File: config.mk
export PLATFORM = sky130hd
export DESIGN_NAME = fifo_rd_stream_adapter_flat
export DESIGN_NICKNAME = d
export VERILOG_FILES = /design/src/rtl/fifo_rd_pkg.sv /design/src/rtl/fifo_rd_stream_adapter_if.sv /design/src/rtl/fifo_rd_skid.sv /design/src/rtl/fifo_rd_stream_adapter.sv /design/src/flat_wrapper.sv
export SDC_FILE = /design/constraint.sdc
export NUM_CORES = 1
export LEC_CHECK = 0
export ABC_AREA = 1
export CORE_ASPECT_RATIO = 0.6
export CORE_MARGIN = 1
export CORE_UTILIZATION = 51
export DETAILED_ROUTE_END_ITERATION = 6
export PLACE_DENSITY_LB_ADDON = 0.08
export SYNTH_ARGS = -nofsm -noshare
export SYNTH_HDL_FRONTEND = slang
export SYNTH_SLANG_ARGS = --single-unit
File: constraint.sdc
create_clock -name clk -period 2.4 [get_ports clk]
set_input_delay 0.6 -clock clk [delete_from_list [all_inputs] [get_ports clk]]
set_output_delay 0.6 -clock clk [all_outputs]
set_load 0.05 [all_outputs]
File: src/rtl/fifo_rd_pkg.sv
`default_nettype none
// ============================================================================
// Module      : fifo_rd_pkg
// Description : Shared types and occupancy arithmetic for the FIFO read
//               stream adapter.
// Revision    : 1.0 - initial release
// ============================================================================
package fifo_rd_pkg;

    typedef enum logic [0:0] {
        RUN   = 1'b0,
        FLUSH = 1'b1
    } state_e;

    localparam int OCC_W = 2;

    // True when a new read still fits in the 2-entry buffer once the word in
    // flight lands; pop is added on the right so nothing can underflow.
    function automatic logic has_room(
        input logic [OCC_W-1:0] occ,
        input logic             inflight,
        input logic             pop
    );
        logic [OCC_W:0] w_used;
        logic [OCC_W:0] w_limit;
        w_used  = {1'b0, occ} + {{OCC_W{1'b0}}, inflight};
        w_limit = {{OCC_W{1'b0}}, pop} + (OCC_W+1)'(2);
        return (w_used < w_limit);
    endfunction

endpackage
`default_nettype wire

File: src/rtl/fifo_rd_stream_adapter_if.sv
`default_nettype none
// ============================================================================
// Module      : fifo_rd_stream_adapter_if
// Description : FIFO read port plus valid/ready stream bundle. The master
//               modport is the adapter, the slave modport is its environment.
// Revision    : 1.0 - initial release
// ============================================================================
interface fifo_rd_stream_adapter_if #(
    parameter int FIFO_WIDTH = 16
);

    logic [FIFO_WIDTH-1:0] fifo_data_out;
    logic                  fifo_empty;
    logic                  fifo_underflow;
    logic                  fifo_rd_en;
    logic [FIFO_WIDTH-1:0] m_data;
    logic                  m_valid;
    logic                  m_ready;

    modport master (
        input  fifo_data_out,
        input  fifo_empty,
        input  fifo_underflow,
        input  m_ready,
        output fifo_rd_en,
        output m_data,
        output m_valid
    );

    modport slave (
        output fifo_data_out,
        output fifo_empty,
        output fifo_underflow,
        output m_ready,
        input  fifo_rd_en,
        input  m_data,
        input  m_valid
    );

endinterface
`default_nettype wire

File: src/rtl/fifo_rd_skid.sv
`default_nettype none
// ============================================================================
// Module      : fifo_rd_skid
// Description : Two-entry circular skid buffer with push/pop/clear, exposing
//               occupancy and head data.
// Revision    : 1.0 - initial release
// ============================================================================
module fifo_rd_skid
    import fifo_rd_pkg::*;
#(
    parameter int FIFO_WIDTH = 16
) (
    input  logic                  clk,
    input  logic                  rst,
    input  logic                  i_push,
    input  logic                  i_pop,
    input  logic                  i_clear,
    input  logic [FIFO_WIDTH-1:0] i_data,
    output logic [OCC_W-1:0]      o_occ,
    output logic [FIFO_WIDTH-1:0] o_head
);

    logic [FIFO_WIDTH-1:0] r_mem [2];
    logic                  r_head;
    logic [OCC_W-1:0]      r_occ;
    logic                  w_wr_idx;

    // Tail sits one past head when one entry is held; with 0 or 2 held it
    // aliases head (when full, a push only happens alongside a pop).
    assign w_wr_idx = r_head ^ r_occ[0];

    always_ff @(posedge clk or posedge rst) begin
        if (rst) begin
            r_mem[0] <= '0;
            r_mem[1] <= '0;
            r_head   <= 1'b0;
            r_occ    <= '0;
        end else if (i_clear) begin
            r_occ <= '0;
        end else begin
            if (i_push) begin
                r_mem[w_wr_idx] <= i_data;
            end
            if (i_pop) begin
                r_head <= ~r_head;
            end
            case ({i_push, i_pop})
                2'b10:   r_occ <= r_occ + OCC_W'(1);
                2'b01:   r_occ <= r_occ - OCC_W'(1);
                default: r_occ <= r_occ;
            endcase
        end
    end

    assign o_occ  = r_occ;
    assign o_head = r_mem[r_head];

endmodule
`default_nettype wire

File: src/rtl/fifo_rd_stream_adapter.sv
`default_nettype none
// ============================================================================
// Module      : fifo_rd_stream_adapter
// Description : Turns a 1-cycle-latency FIFO read port into a full-throughput
//               valid/ready stream, with flush, underflow sticky and beat count.
// Revision    : 1.0 - initial release
// ============================================================================
module fifo_rd_stream_adapter
    import fifo_rd_pkg::*;
#(
    parameter int FIFO_WIDTH = 16,
    parameter int CNT_WIDTH  = 16
) (
    input  logic                             clk,
    input  logic                             rst,
    fifo_rd_stream_adapter_if.master         bus,
    input  logic                             flush,
    input  logic                             clr_stats,
    output logic                             err_underflow,
    output logic [CNT_WIDTH-1:0]             word_cnt
);

    localparam logic [0:0] c_ST_RUN   = RUN;
    localparam logic [0:0] c_ST_FLUSH = FLUSH;

    logic [0:0]            r_state;
    logic                  r_inflight;
    logic                  r_err;
    logic [CNT_WIDTH-1:0]  r_cnt;
    logic [OCC_W-1:0]      w_occ;
    logic [FIFO_WIDTH-1:0] w_head;
    logic                  w_run;
    logic                  w_pop;
    logic                  w_push;
    logic                  w_clear;

    assign w_run   = (r_state == c_ST_RUN);
    assign w_pop   = bus.m_valid && bus.m_ready;
    // A word landing in the flush cycle is dropped together with the buffer.
    assign w_push  = r_inflight && w_run && !flush;
    assign w_clear = w_run && flush;

    // rst gates the request so it is low as soon as reset asserts.
    assign bus.fifo_rd_en = !rst && w_run && !flush && !bus.fifo_empty &&
                            has_room(w_occ, r_inflight, w_pop);

    assign bus.m_valid = w_run && (w_occ != '0);
    assign bus.m_data  = w_head;

    fifo_rd_skid #(
        .FIFO_WIDTH (FIFO_WIDTH)
    ) u_skid (
        .clk     (clk),
        .rst     (rst),
        .i_push  (w_push),
        .i_pop   (w_pop),
        .i_clear (w_clear),
        .i_data  (bus.fifo_data_out),
        .o_occ   (w_occ),
        .o_head  (w_head)
    );

    always_ff @(posedge clk or posedge rst) begin
        if (rst) begin
            r_state    <= c_ST_RUN;
            r_inflight <= 1'b0;
        end else begin
            r_inflight <= bus.fifo_rd_en;
            case (r_state)
                c_ST_RUN: begin
                    if (flush) begin
                        r_state <= c_ST_FLUSH;
                    end
                end
                c_ST_FLUSH: begin
                    if (!r_inflight && !flush) begin
                        r_state <= c_ST_RUN;
                    end
                end
                default: r_state <= c_ST_RUN;
            endcase
        end
    end

    always_ff @(posedge clk or posedge rst) begin
        if (rst) begin
            r_err <= 1'b0;
            r_cnt <= '0;
        end else begin
            if (bus.fifo_underflow) begin
                r_err <= 1'b1;
            end else if (clr_stats) begin
                r_err <= 1'b0;
            end

            if (clr_stats) begin
                r_cnt <= '0;
            end else if (w_pop && (r_cnt != '1)) begin
                r_cnt <= r_cnt + CNT_WIDTH'(1);
            end
        end
    end

    assign err_underflow = r_err;
    assign word_cnt      = r_cnt;

endmodule
`default_nettype wire

File: src/flat_wrapper.sv
// flat-port wrapper written by rule: the top's interface ports become plain ports
module fifo_rd_stream_adapter_flat import fifo_rd_pkg::*;
#(
    parameter int FIFO_WIDTH = 16,
    parameter int CNT_WIDTH  = 16
)
  (clk, rst, flush, clr_stats, err_underflow, word_cnt, bus_fifo_data_out, bus_fifo_empty, bus_fifo_underflow, bus_m_ready, bus_fifo_rd_en, bus_m_data, bus_m_valid);
  fifo_rd_stream_adapter_if #(.FIFO_WIDTH(FIFO_WIDTH)) bus_i ();
  input  logic clk;
  input  logic rst;
  input  logic flush;
  input  logic clr_stats;
  output logic err_underflow;
  output logic [CNT_WIDTH-1:0] word_cnt;
  input wire logic [$bits(bus_i.fifo_data_out)-1:0] bus_fifo_data_out;
  input wire logic [$bits(bus_i.fifo_empty)-1:0] bus_fifo_empty;
  input wire logic [$bits(bus_i.fifo_underflow)-1:0] bus_fifo_underflow;
  input wire logic [$bits(bus_i.m_ready)-1:0] bus_m_ready;
  output wire logic [$bits(bus_i.fifo_rd_en)-1:0] bus_fifo_rd_en;
  output wire logic [$bits(bus_i.m_data)-1:0] bus_m_data;
  output wire logic [$bits(bus_i.m_valid)-1:0] bus_m_valid;
  assign bus_i.fifo_data_out = bus_fifo_data_out;
  assign bus_i.fifo_empty = bus_fifo_empty;
  assign bus_i.fifo_underflow = bus_fifo_underflow;
  assign bus_i.m_ready = bus_m_ready;
  assign bus_fifo_rd_en = bus_i.fifo_rd_en;
  assign bus_m_data = bus_i.m_data;
  assign bus_m_valid = bus_i.m_valid;
  fifo_rd_stream_adapter #(.FIFO_WIDTH(FIFO_WIDTH), .CNT_WIDTH(CNT_WIDTH)) u_core (.clk(clk), .rst(rst), .bus(bus_i), .flush(flush), .clr_stats(clr_stats), .err_underflow(err_underflow), .word_cnt(word_cnt));
endmodule
==> metrics.md, run 1 <==
| Metric | Value |
|---|---|
| Outcome | `finished clean` |
| Via density | `4.99` |
| Logic pwr share | `a little under half` |
| Worst Setup SP | `bus_m_ready` |
| Non-filler instance count after layout | `491` |
| CTS Sinks | `54` |
| Vias in the first global route | `between 2,000 and 2,500` |
| Relative slew slack | `63.9%` |
| Total Wirelength | `6060 um` |
| Pwr per Cell Area | `938 nW/um2` |
| Crit Reg-Reg Startpoint | `u_core.word_cnt[1]` |
| Max Slew Vio Count | `0` |
| Num CTS Buffers | `5` |
| Initial core utilization | `53.6%` |
| Placed insts | `482` |
| Register area | `1350 um2` |
| Placed Area | `3400 um2` |
| Area Overhead vs Synth | `27.0%` |
| Setup-failing EPs final | `0` |
| Sequential fraction of the synthesis area | `roughly 49%` |
| CP Capture Type | `primary output` |
| Async SR Flop Fraction | `100%` |
| Hold-fix buffer count after cts | `0` |
| Distinct cells, synth | `26` |
| Count leader, synth | `nand2_1` |
| Period utilisation layout | `97.6%` |
| Critical Path RT | `1800 ps` |
| Ports | `58` |
| Remaining DRCs | `0` |
| Pleak | `1.77 nW` |
| Pint | `1.82 mW` |
| Initial drt markers | `around 120` |
| First-pass GRT wire length | `10,100 um` |
| Die Y | `58.9 um` |
| Netlist Area Pre-Place | `2750 um2` |
| Largest area contributor in the netlist | `dfrtp_1` |
| Psw | `1.46 mW` |
| Grt total ovfl | `0` |
| Reg power frac | `39.1%` |
| Setup CP Type | `in -> out` |
| Total GRT Usage | `22.6%` |
| Ys Warns | `0` |
| Final TNS setup | `0 ps` |
| Wire length per cell after detailed routing | `12.3 um` |
| Critical Path AT | `1740 ps` |
| GPL Wtd Cong | `between 0.8 and 0.9` |
| Share of the synthesized area in the top cell type | `49.1%` |
| Vias | `between 2,000 and 2,500` |
| Post-synth top cells | `nand2_1, dfrtp_1, inv_1` |
| Min Hold Slack | `492 ps` |
| Hold_sp | `u_core.u_skid.r_mem[9]` |
| Fill count | `436` |
| Initial antenna violation count | `0` |
| # diodes | `0` |
| Final hold violations | `0` |
| Post-Syn Nets | `390` |
| HP Class | `reg -> reg` |
| Syn Area/Cell | `7.56 um2` |
| Maximum vdd drop | `773 uV` |
| Setup crit start kind | `input port` |
| Footprint of the multi-input gates | `1220 um2` |
| Post-layout minimum cycle time | `2340 ps` |
| Clock-pin slew on the worst setup and hold paths | `~90 ps` |
| DIE WIDTH | `between 90 and 100 um` |
| MaxCap Viol Count | `0` |
| Yosys reg bits | `54` |
| Net count, final | `450` |
| Number of flops mapped to enable cells by yosys | `0` |
| Post-Syn Instances | `about 360` |
| Post-route ant nets | `0` |
| Largest net degree at the start of global routing | `39` |
| Clock root cell | `clkbuf_8` |
| Share of layout cells above drive strength 1 | `11.1%` |
| CTS tree | `done` |
| Design area | `around 3500 um2` |
| Finished Core Util | `approximately 68%` |
| Setup Skew | `~4.7 ps` |
| Switching Fraction | `roughly 45%` |
| H-tree Lvls | `2` |
| Ys flop type | `dfrtp_1` |
| CTS max path bufs | `2` |
| Rows | `20` |
| Fmax | `between 400 and 500 MHz` |
| DP HPWL | `around 4300 um` |
| Crit-path max FO | `2` |
| Clock power share | `15.3%` |
| Clk_lat worst skew | `300 ps` |
| Die Footprint | `~5700 um2` |
| Least-Margin Pin Slew | `about 540 ps` |
| # port buffers | `57` |
| Top post-synthesis cells by area | `dfrtp_1, nand2_1, o21ai_0, inv_1, nor2_1` |
| Core Box Area | `5130 um2` |
| Total iterations of the first detailed-routing run | `4` |
==> per-layer routing <==
layer  part of all wire, %  global-route usage (%)
met1                    55                    35.6
met5                     0                       0
met4                  0.46                    4.48
met2                    38                    30.9
met3                   6.7                    6.29
==> cells in the final DEF, fill, tap and decap left out, types with 2 or more instances in the layout <==
| cell type | netlist | layout |
|---|---|---|
| nand2_1 | 146 | 146 |
| dfrtp_1 | 54 | 54 |
| clkdlybuf4s50_1 | 0 | 39 |
| inv_1 | 34 | 33 |
| o21ai_0 | 33 | 33 |
| buf_4 | 2 | 24 |
| nor2_1 | 24 | 23 |
| nand3_1 | 14 | 14 |
| nand4_1 | 12 | 12 |
| xor2_1 | 6 | 6 |
| clkbuf_8 | 0 | 5 |
| nor2_4 | 3 | 4 |
| o21ai_1 | 4 | 4 |
| nand2_2 | 3 | 3 |
| o21bai_1 | 3 | 3 |
| ha_1 | 3 | 3 |
| inv_2 | 1 | 2 |
| nor2_2 | 2 | 2 |
| nor3_1 | 2 | 2 |
| buf_12 | 0 | 2 |
==> stage by stage <==
step                      total power [mW]  setup WS, ps
final                                 3.27          57.3
after global routing                  3.47         -1.29
after CTS                             3.29          10.7
after detailed placement              2.79          25.9
after global placement                2.76          61.1
after floorplan                       2.35           166
==> worst max-delay path, stage by stage <==
cell and delay, ps:
clkdlybuf4s50_1 490, nand2_1 80, or2_4 240, a21oi_4 180, buf_12 150
==> cell families (layout without fill, tap and decap cells) <==
kind of cell / Yosys count / after routing / share of synthesized area, %
AND/OR/NAND/NOR: 209 / 209 / 31.9
flip-flops: 54 / 54 / 49.1
buffers and inverters: 49 / 110 / 7.37
AO/OA/AOI/OAI: 42 / 42 / 8.01
XOR/XNOR: 7 / 7 / 2.23
adder cells (fa/ha/maj): 3 / 3 / 1.37
==> repair_timing <==
item                                    in CTS  in global routing
endpoints found under the setup margin       1                  1
setup buffers                                0                  1
resized for setup                            1                  1
pin swaps                                    0                  1
==> path summary, 6_finish.rpt <==
check                                    endpoint  slack (ps)  cells after the start
setup / recovery                   bus_fifo_rd_en          60                      5
hold / removal             u_core.u_skid.r_mem[9]         490                      2
setup reg to reg              u_core.word_cnt[13]         610                      9
hold reg to reg            u_core.u_skid.r_mem[9]         490                      2
max in group asynchronous  u_core.u_skid.r_mem[9]        1250                      3
min in group asynchronous     u_core.word_cnt[12]         630                      2
==> area by class of cell <==
| cell class | count | share of cell area (%) |
|---|---|---|
| clock buffer | 6 | 2.08 |
| clock inverter | 2 | 0.394 |
| multi-input combinational | 261 | 34.9 |
| sequential | 54 | 38.7 |
| inverter | 36 | 3.87 |
| timing repair buffer | 66 | 17.7 |
| tap | 66 | 2.36 |
==> power by group through the flow <==
| stage | registers [mW] | logic, mW | clock network (mW) |
|---|---|---|---|
| final | 1.28 | 1.49 | 0.502 |
| after global routing | 1.31 | 1.61 | 0.561 |
| after CTS | 1.28 | 1.50 | 0.515 |
| after detailed placement | 1.29 | 1.49 | 0 |
| after global placement | 1.29 | 1.48 | 0 |
| after floorplan | 1.28 | 1.07 | 0 |
==> state kept, by name, summed over array words and instances (netlist names) <==
signal,cells
u_core.r_state,1
u_core.u_skid.o_occ,2
u_core.err_underflow,1
u_core.u_skid.r_mem,32
u_core.u_skid.r_head,1
u_core.word_cnt,16
u_core.r_inflight,1
No activity file was read; power rests on OpenSTA's default activity.
==> run 2: changes to the inputs <==
- CTS_CLUSTER_DIAMETER: default -> 100
- GPL_ROUTABILITY_DRIVEN: default -> 1
==> results of run 2 <==
No change in the layout: final DEF, timing and power equal those of run 1.
